===== config.mk =====
export PLATFORM = sky130hd
export DESIGN_NAME = instruction_fetch_stage
export DESIGN_NICKNAME = d
export VERILOG_FILES = /design/src/rtl/instruction_fetch_stage.sv
export SDC_FILE = /design/constraint.sdc
export NUM_CORES = 1
export LEC_CHECK = 0
export BUFFER_PORTS_ARGS = -buffer_cell sky130_fd_sc_hd__buf_4
export CAP_MARGIN = 20
export CORE_AREA = 2 2 141 143
export CTS_CLUSTER_SIZE = 24
export DETAILED_ROUTE_END_ITERATION = 6
export DIE_AREA = 0 0 143 145
export PLACE_DENSITY = 0.52
export SYNTH_ARGS = -nofsm -noshare
export SYNTH_HDL_FRONTEND = slang
export SYNTH_SLANG_ARGS = --single-unit

===== constraint.sdc =====
create_clock -name i_clk -period 12.5 [get_ports i_clk]
set_input_delay 2.5 -clock i_clk [delete_from_list [all_inputs] [get_ports i_clk]]
set_output_delay 2.5 -clock i_clk [all_outputs]
set_load 0.1 [all_outputs]

===== src/rtl/instruction_fetch_stage.sv =====
// Instruction fetch stage with IF/ID pipeline register.
// Holds the PC, drives a synchronous-read instruction memory and registers each
// returned word with its PC+4 for decode. Handles stall, external redirect and
// squashing of wrong-path reads.
// Optional feature: define IF_EARLY_JUMP_EN to resolve J instructions in fetch.
module instruction_fetch_stage #(
  parameter logic [31:0] RESET_PC = 32'h0000_0000
) (
  input  logic        i_clk,
  input  logic        i_reset,
  input  logic        i_stall,
  input  logic        i_branch_taken,
  input  logic [31:0] i_branch_target,
  output logic [31:0] o_imem_addr,
  output logic        o_imem_en,
  input  logic [31:0] i_imem_rdata,
  output logic [31:0] o_instruction,
  output logic [31:0] o_pc_plus4,
  output logic        o_valid
);

  logic [31:0] pc_q, pc_d;
  logic [31:0] req_pc_q, req_pc_d;
  logic        req_valid_q, req_valid_d;
  logic [31:0] instr_q, instr_d;
  logic [31:0] pc_plus4_q, pc_plus4_d;
  logic        valid_q, valid_d;

  logic [31:0] target_aligned;
  logic [31:0] req_pc_plus4;

  // Low two target bits are forced to zero rather than dropped so the full input is consumed.
  assign target_aligned = i_branch_target & ~32'h0000_0003;
  assign req_pc_plus4   = req_pc_q + 32'd4;

  assign o_imem_addr   = pc_q;
  assign o_imem_en     = !i_stall && !i_branch_taken;
  assign o_instruction = instr_q;
  assign o_pc_plus4    = pc_plus4_q;
  assign o_valid       = valid_q;

  // Next-state: redirect beats stall, stall beats normal fetch.
  always_comb begin
    pc_d        = pc_q;
    req_pc_d    = req_pc_q;
    req_valid_d = req_valid_q;
    instr_d     = instr_q;
    pc_plus4_d  = pc_plus4_q;
    valid_d     = valid_q;

    if (i_branch_taken) begin
      // Any read in flight is wrong-path; flush IF/ID but keep the last PC+4.
      pc_d        = target_aligned;
      req_valid_d = 1'b0;
      instr_d     = 32'h0;
      valid_d     = 1'b0;
    end else if (!i_stall) begin
      req_pc_d    = pc_q;
      req_valid_d = 1'b1;
      pc_d        = pc_q + 32'd4;
      if (req_valid_q) begin
        instr_d    = i_imem_rdata;
        pc_plus4_d = req_pc_plus4;
        valid_d    = 1'b1;
      end else begin
        instr_d = 32'h0;
        valid_d = 1'b0;
      end
`ifdef IF_EARLY_JUMP_EN
      // J opcode: redirect now and squash the sequential read issued this cycle.
      if (req_valid_q && (i_imem_rdata[31:26] == 6'b000010)) begin
        pc_d        = {req_pc_plus4[31:28], i_imem_rdata[25:0], 2'b00};
        req_valid_d = 1'b0;
      end
`endif
    end
  end

  // State registers; reset discards all in-flight state.
  always_ff @(posedge i_clk or posedge i_reset) begin
    if (i_reset) begin
      pc_q        <= RESET_PC;
      req_pc_q    <= 32'h0;
      req_valid_q <= 1'b0;
      instr_q     <= 32'h0;
      pc_plus4_q  <= 32'h0;
      valid_q     <= 1'b0;
    end else begin
      pc_q        <= pc_d;
      req_pc_q    <= req_pc_d;
      req_valid_q <= req_valid_d;
      instr_q     <= instr_d;
      pc_plus4_q  <= pc_plus4_d;
      valid_q     <= valid_d;
    end
  end

endmodule


======== Word level (Yosys, flattened, before mapping) ========
Index checks and enable logic that the tools add are counted.
operators by class
  mux-type cells .......................... 10
  eq/ne operators ......................... 1
  add/sub/neg operators ................... 2
  reductions and logical operators ........ 5
  bitwise logic cells ..................... 2
operators by type and width
  kind                                                                     number
  32-bit 2-to-1 mux                                                        5
  32-bit by 3-bit adder with 32-bit output, second input constant          2
  1-bit 2-to-1 mux                                                         5
  3-bit AND reduction                                                      1
  1-bit zero test                                                          2
  2-bit by 1-bit inequality test with 1-bit output, second input constant  1
  1-bit NOT                                                                2
  2-bit AND reduction                                                      1
  1-bit logical AND                                                        1
storage, ports and cells
  register bits ........................... 130
  input port bits ......................... 68
  word-level logic and storage cells ...... 26
  output and inout bits ................... 98

======== Depth between registers and ports, before layout ========
Gate-level depths: netlist of run 1.
  depth after elaboration ................. 3
  mapped depth ............................ 7
  gate-level depth less buffers ........... 6

======== Worst setup path before layout of run 1 ========
Ideal clock, no wire load.
  path type ............................... input port to output port
  start ................................... input port i_branch_taken
  end ..................................... output port o_imem_en
  data arrival time ....................... 4,138 ps
  slack ................................... 5,862 ps
  data required time ...................... 10,000 ps
  cell stages on the path ................. 3
  buffers on the path ..................... 2
  cell sequence ........................... clkbuf_1 -> nor2_1 -> clkbuf_1
between the ends
  word-level cells in the longest chain between the ends .. 2
ends and longest elaborated chain
  what               line  text
  start, declared    12    input logic i_branch_taken,
  1-bit zero test    37    assign o_imem_en = !i_stall && !i_branch_taken;
  1-bit logical AND  37
  end, declared      15    output logic o_imem_en,
Every way passes these cells.

======== Worst setup path after layout of run 1 ========
Ends and elaborated chain as after synthesis.

==> results.sh, run 1 <==
export IMPL_gr_usage_all_layers=0.150
export IMPL_nets=747
export IMPL_cp_max_fo=64
export IMPL_core_um2=19200
export IMPL_grt_max_degree=80
export IMPL_fin_cells=954
export IMPL_cts_sinks=124
export IMPL_max_freq_mhz=168
export IMPL_drive_above_1_share=0.337
export IMPL_grt_pass1_wl_mm=24.1
export IMPL_syn_area_um2=5660
export IMPL_worstSetupPathType="primary input to primary output"
export IMPL_drcViolationCount=0
export IMPL_vias=4332
export IMPL_grt_pass1_vias=4541
export IMPL_syn_inst=524
export IMPL_p_leak_uw=0.00354
export IMPL_initial_core_util=0.295
export IMPL_finalClockSkew_ns=0.00604
export IMPL_regArea_um2=3100
export IMPL_cts_path_max_buffers=2
export IMPL_setup_worst_path_end_class="primary output"
export IMPL_arrival_ns=3.47
export IMPL_ctsResizeCount=0
export IMPL_diodes=0
export IMPL_wire_per_inst_um=15.6
export IMPL_syn_avg_cell_area_um2=10.8
export IMPL_ant_nets=0
export IMPL_syn2layout_area_growth_pct=36.4
export IMPL_ir_drop_mv=0.0892
export IMPL_place_congestion=0.779
export IMPL_cts_setup_buffers=0
export IMPL_grt_antenna_before_repair=0
export IMPL_reg2reg_depth=6
export IMPL_final_cell_area_um2=7720
export IMPL_ioPinCount=166
export IMPL_period_needed_ns=5.97
export IMPL_viasPerCell=4.54
export IMPL_cts_buffers=17
export IMPL_fin_util=0.402
export IMPL_synth_distinct_cells=42
export IMPL_slew_headroom=0.365
export IMPL_hpwl_mm=10.9
export IMPL_h_tree_depth=4
export IMPL_dieHeight_um=145
export IMPL_row_count=51
export IMPL_io_buffers=159
export IMPL_drt_pass1_iter_count=4
export IMPL_dp_cells=922
export IMPL_fillers=1894
export IMPL_ys_seq_area_frac=0.548
export IMPL_synth_edff_count=0
export IMPL_ctsHoldBuffers=0
export IMPL_cp_endpoint="o_imem_en"
export IMPL_dominantRegCellSynth="dfrtp_1"
export IMPL_regToRegEndpoint="o_pc_plus4[24]"
export IMPL_overflow=0
export IMPL_async_flop_share=1.00
export IMPL_ys_warn_count=0
export IMPL_multiInputGateArea_um2=2400
export IMPL_timing_rr_start="req_pc_q[2]"
export IMPL_maxCapViolCount=0
export IMPL_hold_path_class="flop to flop"
export IMPL_powerDensity_nw_per_um2=191
export IMPL_critPathLaunchType="primary input"
export IMPL_fin_tns_setup_ns=0
export IMPL_dpl_cell_area_um2=7100
export IMPL_wirelength_mm=14.9
export IMPL_worst_slew_pin_slew_ns=0.949
export IMPL_synth_seq_cells=124
export IMPL_insertion_delay_ns=0.41
export IMPL_drt_iter0_drc=180
export IMPL_setup_viol=0
export IMPL_status="finished, final reports clean"
export IMPL_period_share=0.477
export IMPL_cts_root_buf="clkbuf_16"
export IMPL_critical_path_startpoint="i_branch_taken"
export IMPL_holdWs_ns=0.482
export IMPL_die_area_um2=20700
export IMPL_cts_tree="done"
export IMPL_cp_required_ns=10.00
export IMPL_hold_viol_final=0
export IMPL_fp_dieW_um=143
export IMPL_rsz0062_at_grt="false"
export IMPL_clk_pin_slew_worst_paths_ns=0.05
export IMPL_maxSlewViolCount=0
export IMPL_r2r_slack_ns=10.40
## critical path, cell delays in order
cell and delay [ns]:
buf_4 0.29, nor2_2 0.30, buf_4 0.34
## metal layers
layer	up-vias	global-route usage	wire [µm]
li1	2116	-	-
met1	2062	0.185	6380
met2	136	0.240	7200
met3	18	0.0578	1120
met4	0	0.0510	223
met5	-	0	0
## area by class of cell
type,count,share of cell area
clock buffers,23,0.0619
clock inverters,8,0.0149
inverters,8,0.00421
multi-input cells,362,0.311
flip-flops and latches,124,0.402
well taps,265,0.0430
repair buffers,164,0.163
## worst min-delay path by stage
stage,start,end,slack (ns),depth (start not counted)
floorplan,req_pc_q[31],req_pc_q[31],0.50,1
global placement,o_valid,o_valid,0.46,2
detailed placement,o_pc_plus4[3],o_pc_plus4[3],0.48,2
CTS,o_pc_plus4[19],o_pc_plus4[19],0.49,2
global route,o_pc_plus4[31],o_pc_plus4[31],0.51,2
finish,o_pc_plus4[15],o_pc_plus4[15],0.48,2
## where the power goes
part           switching [µW]  leakage (µW)  internal (µW)  total [µW]
Combinational             360       0.00166            108         468
Sequential               56.6       0.00158            457         513
Clock                     171      0.000297            326         497
## through the flow
step | power, µW | setup slack [ns]
final | 1480 | 6.53
after global routing | 1540 | 6.47
after CTS | 1500 | 6.53
after detailed placement | 993 | 6.52
after global placement | 987 | 6.53
after floorplan | 873 | 5.86
## synth_stat cells (2+ instances only)
| cell | n | area, µm² |
|---|---|---|
| a22o_1 | 32 | 280 |
| and3_1 | 8 | 50.1 |
| and4_1 | 6 | 52.6 |
| buf_2 | 4 | 20.0 |
| buf_4 | 4 | 30.0 |
| clkbuf_1 | 23 | 86.3 |
| dfrtp_1 | 124 | 3100 |
| ha_1 | 2 | 25.0 |
| inv_1 | 8 | 30.0 |
| mux2_2 | 25 | 282 |
| nand2_1 | 83 | 312 |
| nand3_1 | 17 | 85.1 |
| nand4_1 | 13 | 81.3 |
| nor2_1 | 14 | 52.6 |
| nor2b_1 | 2 | 12.5 |
| nor3_1 | 12 | 60.1 |
| nor4_1 | 3 | 18.8 |
| nor4_4 | 3 | 63.8 |
| o21ai_0 | 54 | 270 |
| o21ai_1 | 10 | 50.1 |
| xnor2_1 | 33 | 289 |
| xor2_1 | 24 | 210 |
## cell families after synthesis
| group | Yosys count | share of synthesized area |
|---|---|---|
| xor gates and xnor gates | 57 | 0.0882 |
| AOI/OAI and AO/OA | 97 | 0.107 |
| buffers and inverters | 41 | 0.0321 |
| adders and majority gates | 2 | 0.00442 |
| DFF | 124 | 0.548 |
| and+or+nand+nor | 176 | 0.168 |
| other | 1 | 0.000662 |
| muxes | 26 | 0.0515 |
## flip-flops by register name (all words and copies together), names as in the netlist
| register | count |
|---|---|
| o_imem_addr | 30 |
| req_pc_q | 30 |
| o_valid | 1 |
| o_pc_plus4 | 30 |
| o_instruction | 32 |
| req_valid_q | 1 |
## placed cells by master, fill, tap and decap left out, types with 2 or more instances in the layout
master,n
inv_1,7
nor4_4,3
ha_1,2
xnor2_1,33
nand3_1,17
nor4_1,3
bufinv_16,3
nor2_1,13
o21ai_1,10
nor3_1,11
clkbuf_16,17
dfrtp_1,124
and4_1,6
a22o_1,32
clkinv_2,5
o21ai_0,54
nand4_1,13
clkbuf_1,3
mux2_2,25
xor2_1,24
nand2_1,82
buf_4,162
and3_1,8
conb_1,4
clkbuf_8,3
(Power assumes the default switching activity.)
==> inputs of run 2 (changes only) <==
--- a/config.mk
+++ b/config.mk
@@ -11,7 +11,7 @@
 export CTS_CLUSTER_SIZE = 24
 export DETAILED_ROUTE_END_ITERATION = 6
 export DIE_AREA = 0 0 143 145
-export PLACE_DENSITY = 0.52
+export PLACE_DENSITY = 0.54
 export SYNTH_ARGS = -nofsm -noshare
 export SYNTH_HDL_FRONTEND = slang
 export SYNTH_SLANG_ARGS = --single-unit
==> constraint.sdc (replaced) <==
create_clock -name i_clk -period 4.9 [get_ports i_clk]
set_input_delay 0.98 -clock i_clk [delete_from_list [all_inputs] [get_ports i_clk]]
set_output_delay 0.98 -clock i_clk [all_outputs]
set_load 0.1 [all_outputs]
==> run 2 against run 1 <==
Sequential share of layout area grew 0.23 points. Routed wire length grew 0.84%. Largest cell class unchanged. Non-clock buffer count is the same. Setup slack lost 4.4 ns. Critical path depth is the same. Sequential power grew to 2.6 times the previous value.
==> results.sh, run 2 (synthesis gave the netlist of run 1 again) <==
export IMPL_die_area_um2=20700
export IMPL_grt_max_degree=65
export IMPL_grt_pass1_vias=4695
export IMPL_rsz0062_at_grt="false"
export IMPL_wirelength_mm=15.1
export IMPL_drive_above_1_share=0.338
export IMPL_ioPinCount=166
export IMPL_cts_root_buf="clkbuf_16"
export IMPL_fin_util=0.400
export IMPL_slowest_delay_ns=0.46
export IMPL_fin_tns_setup_ns=0
export IMPL_cp_cell_sequence="buf_4 -> nor2_2 -> buf_4"
export IMPL_grt_antenna_before_repair=0
export IMPL_slew_headroom=0.395
export IMPL_ctsResizeCount=0
export IMPL_vias=4398
export IMPL_period_share=0.573
export IMPL_initial_core_util=0.295
export IMPL_io_buffers=159
export IMPL_finalClockSkew_ns=0.00682
export IMPL_dp_cells=923
export IMPL_row_count=51
export IMPL_comb_power_share=0.324
export IMPL_worstSetupPathType="primary input to primary output"
export IMPL_fillers=1912
export IMPL_pwr_share_clk=0.320
export IMPL_worst_slew_pin_slew_ns=0.905
export IMPL_drt_iter0_drc=139
export IMPL_viasPerCell=4.61
export IMPL_powerDensity_nw_per_um2=480
export IMPL_fin_ws_ns=2.09
export IMPL_clk_pin_slew_worst_paths_ns=0.05
export IMPL_critical_path_startpoint="i_branch_taken"
export IMPL_cp_required_ns=3.92
export IMPL_gr_usage_all_layers=0.151
export IMPL_maxCapViolCount=0
export IMPL_insertion_delay_ns=0.42
export IMPL_cp_max_fo=64
export IMPL_arrival_ns=1.83
export IMPL_timing_rr_start="req_pc_q[7]"
export IMPL_fin_cells=955
export IMPL_status="finished, final reports clean"
export IMPL_hold_path_class="flop to flop"
export IMPL_ant_nets=0
export IMPL_hold_start="o_pc_plus4[12]"
export IMPL_diodes=0
export IMPL_ir_drop_mv=0.236
export IMPL_syn2layout_area_growth_pct=35.6
export IMPL_largest_register_ffs=32
export IMPL_cts_path_max_buffers=2
export IMPL_cts_tree="done"
export IMPL_setup_worst_path_end_class="primary output"
export IMPL_hold_viol_final=0
export IMPL_dieHeight_um=145
export IMPL_setup_viol=0
export IMPL_hpwl_mm=11.1
export IMPL_drcViolationCount=0
export IMPL_grt_pass1_wl_mm=24.5
export IMPL_seqPwrFrac=0.356
export IMPL_wire_per_inst_um=15.8
export IMPL_detailedPlace_worstSlack_ns=1.80
export IMPL_ctsHoldBuffers=0
export IMPL_core_um2=19200
export IMPL_intPower_uw=2160
export IMPL_nets=747
export IMPL_cpMaxStageDelayCell="buf_4"
export IMPL_place_congestion=0.778
export IMPL_cp_common_cell="buf_4"
export IMPL_overflow=0
export IMPL_period_needed_ns=2.81
export IMPL_cts_setup_buffers=0
export IMPL_p_leak_uw=0.00351
export IMPL_dpl_cell_area_um2=7120
export IMPL_max_freq_mhz=356
export IMPL_drt_pass1_iter_count=5
export IMPL_critPathLaunchType="primary input"
export IMPL_final_cell_area_um2=7670
export IMPL_h_tree_depth=4
export IMPL_layout_common_cells="163 x buf_4, 124 x dfrtp_1, 82 x nand2_1"
export IMPL_cts_sinks=124
export IMPL_swShare=0.413
export IMPL_cts_buffers=17
export IMPL_final_common_cell="buf_4"
export IMPL_maxSlewViolCount=0
export IMPL_power_switching_uw=1520
export IMPL_fp_dieW_um=143
## run 2: routing by layer
layer | share of wire | track usage | up-vias | wire length [µm]
li1 | - | - | 2125 | -
met1 | 0.43 | 0.185 | 2113 | 6440
met2 | 0.49 | 0.248 | 139 | 7330
met3 | 0.068 | 0.0488 | 21 | 1020
met4 | 0.018 | 0.0559 | 0 | 265
met5 | 0 | 0 | - | 0
## run 2: worst paths after layout
kind / slack [ns] / endpoint / cells after the start
worst max-delay path: 2.09 / o_imem_en / 3
worst min-delay path: 0.48 / o_pc_plus4[12] / 2
worst max register to register: 2.78 / o_pc_plus4[28] / 5
worst min register to register: 0.48 / o_pc_plus4[12] / 2
max in group asynchronous: 3.35 / o_pc_plus4[28] / 3
min in group asynchronous: 0.56 / o_instruction[20] / 2
## run 2: cell type report
cell class / instances / area, µm² / area share
inverters: 8 / 32.5 / 0.00424
clock buffers: 22 / 464 / 0.0605
well taps: 265 / 332 / 0.0432
flip-flops and latches: 124 / 3100 / 0.404
multi-input cells: 362 / 2400 / 0.313
repair buffers: 164 / 1250 / 0.163
clock inverters: 10 / 92.6 / 0.0121
## run 2: worst max-delay path, delay by kind of cell
family / cells / cell delay, ns
buffers and inverters: 2 / 0.71
AND/OR/NAND/NOR: 1 / 0.09
## run 2: metrics by stage
step,total power [µW],hold slack (ns)
after floorplan,2230,0.502
after global placement,2520,0.464
after detailed placement,2530,0.467
after global routing,3840,0.509
after CTS,3730,0.488
final,3680,0.477
## run 2: power by group through the flow
stage               combinational [µW]  clock [µW]  sequential [µW]
detailed placement                1200           0             1330
floorplan                          236           0             1990
global placement                  1190           0             1320
finish                            1190        1180             1310
global route                      1250        1250             1340
CTS                               1210        1210             1320
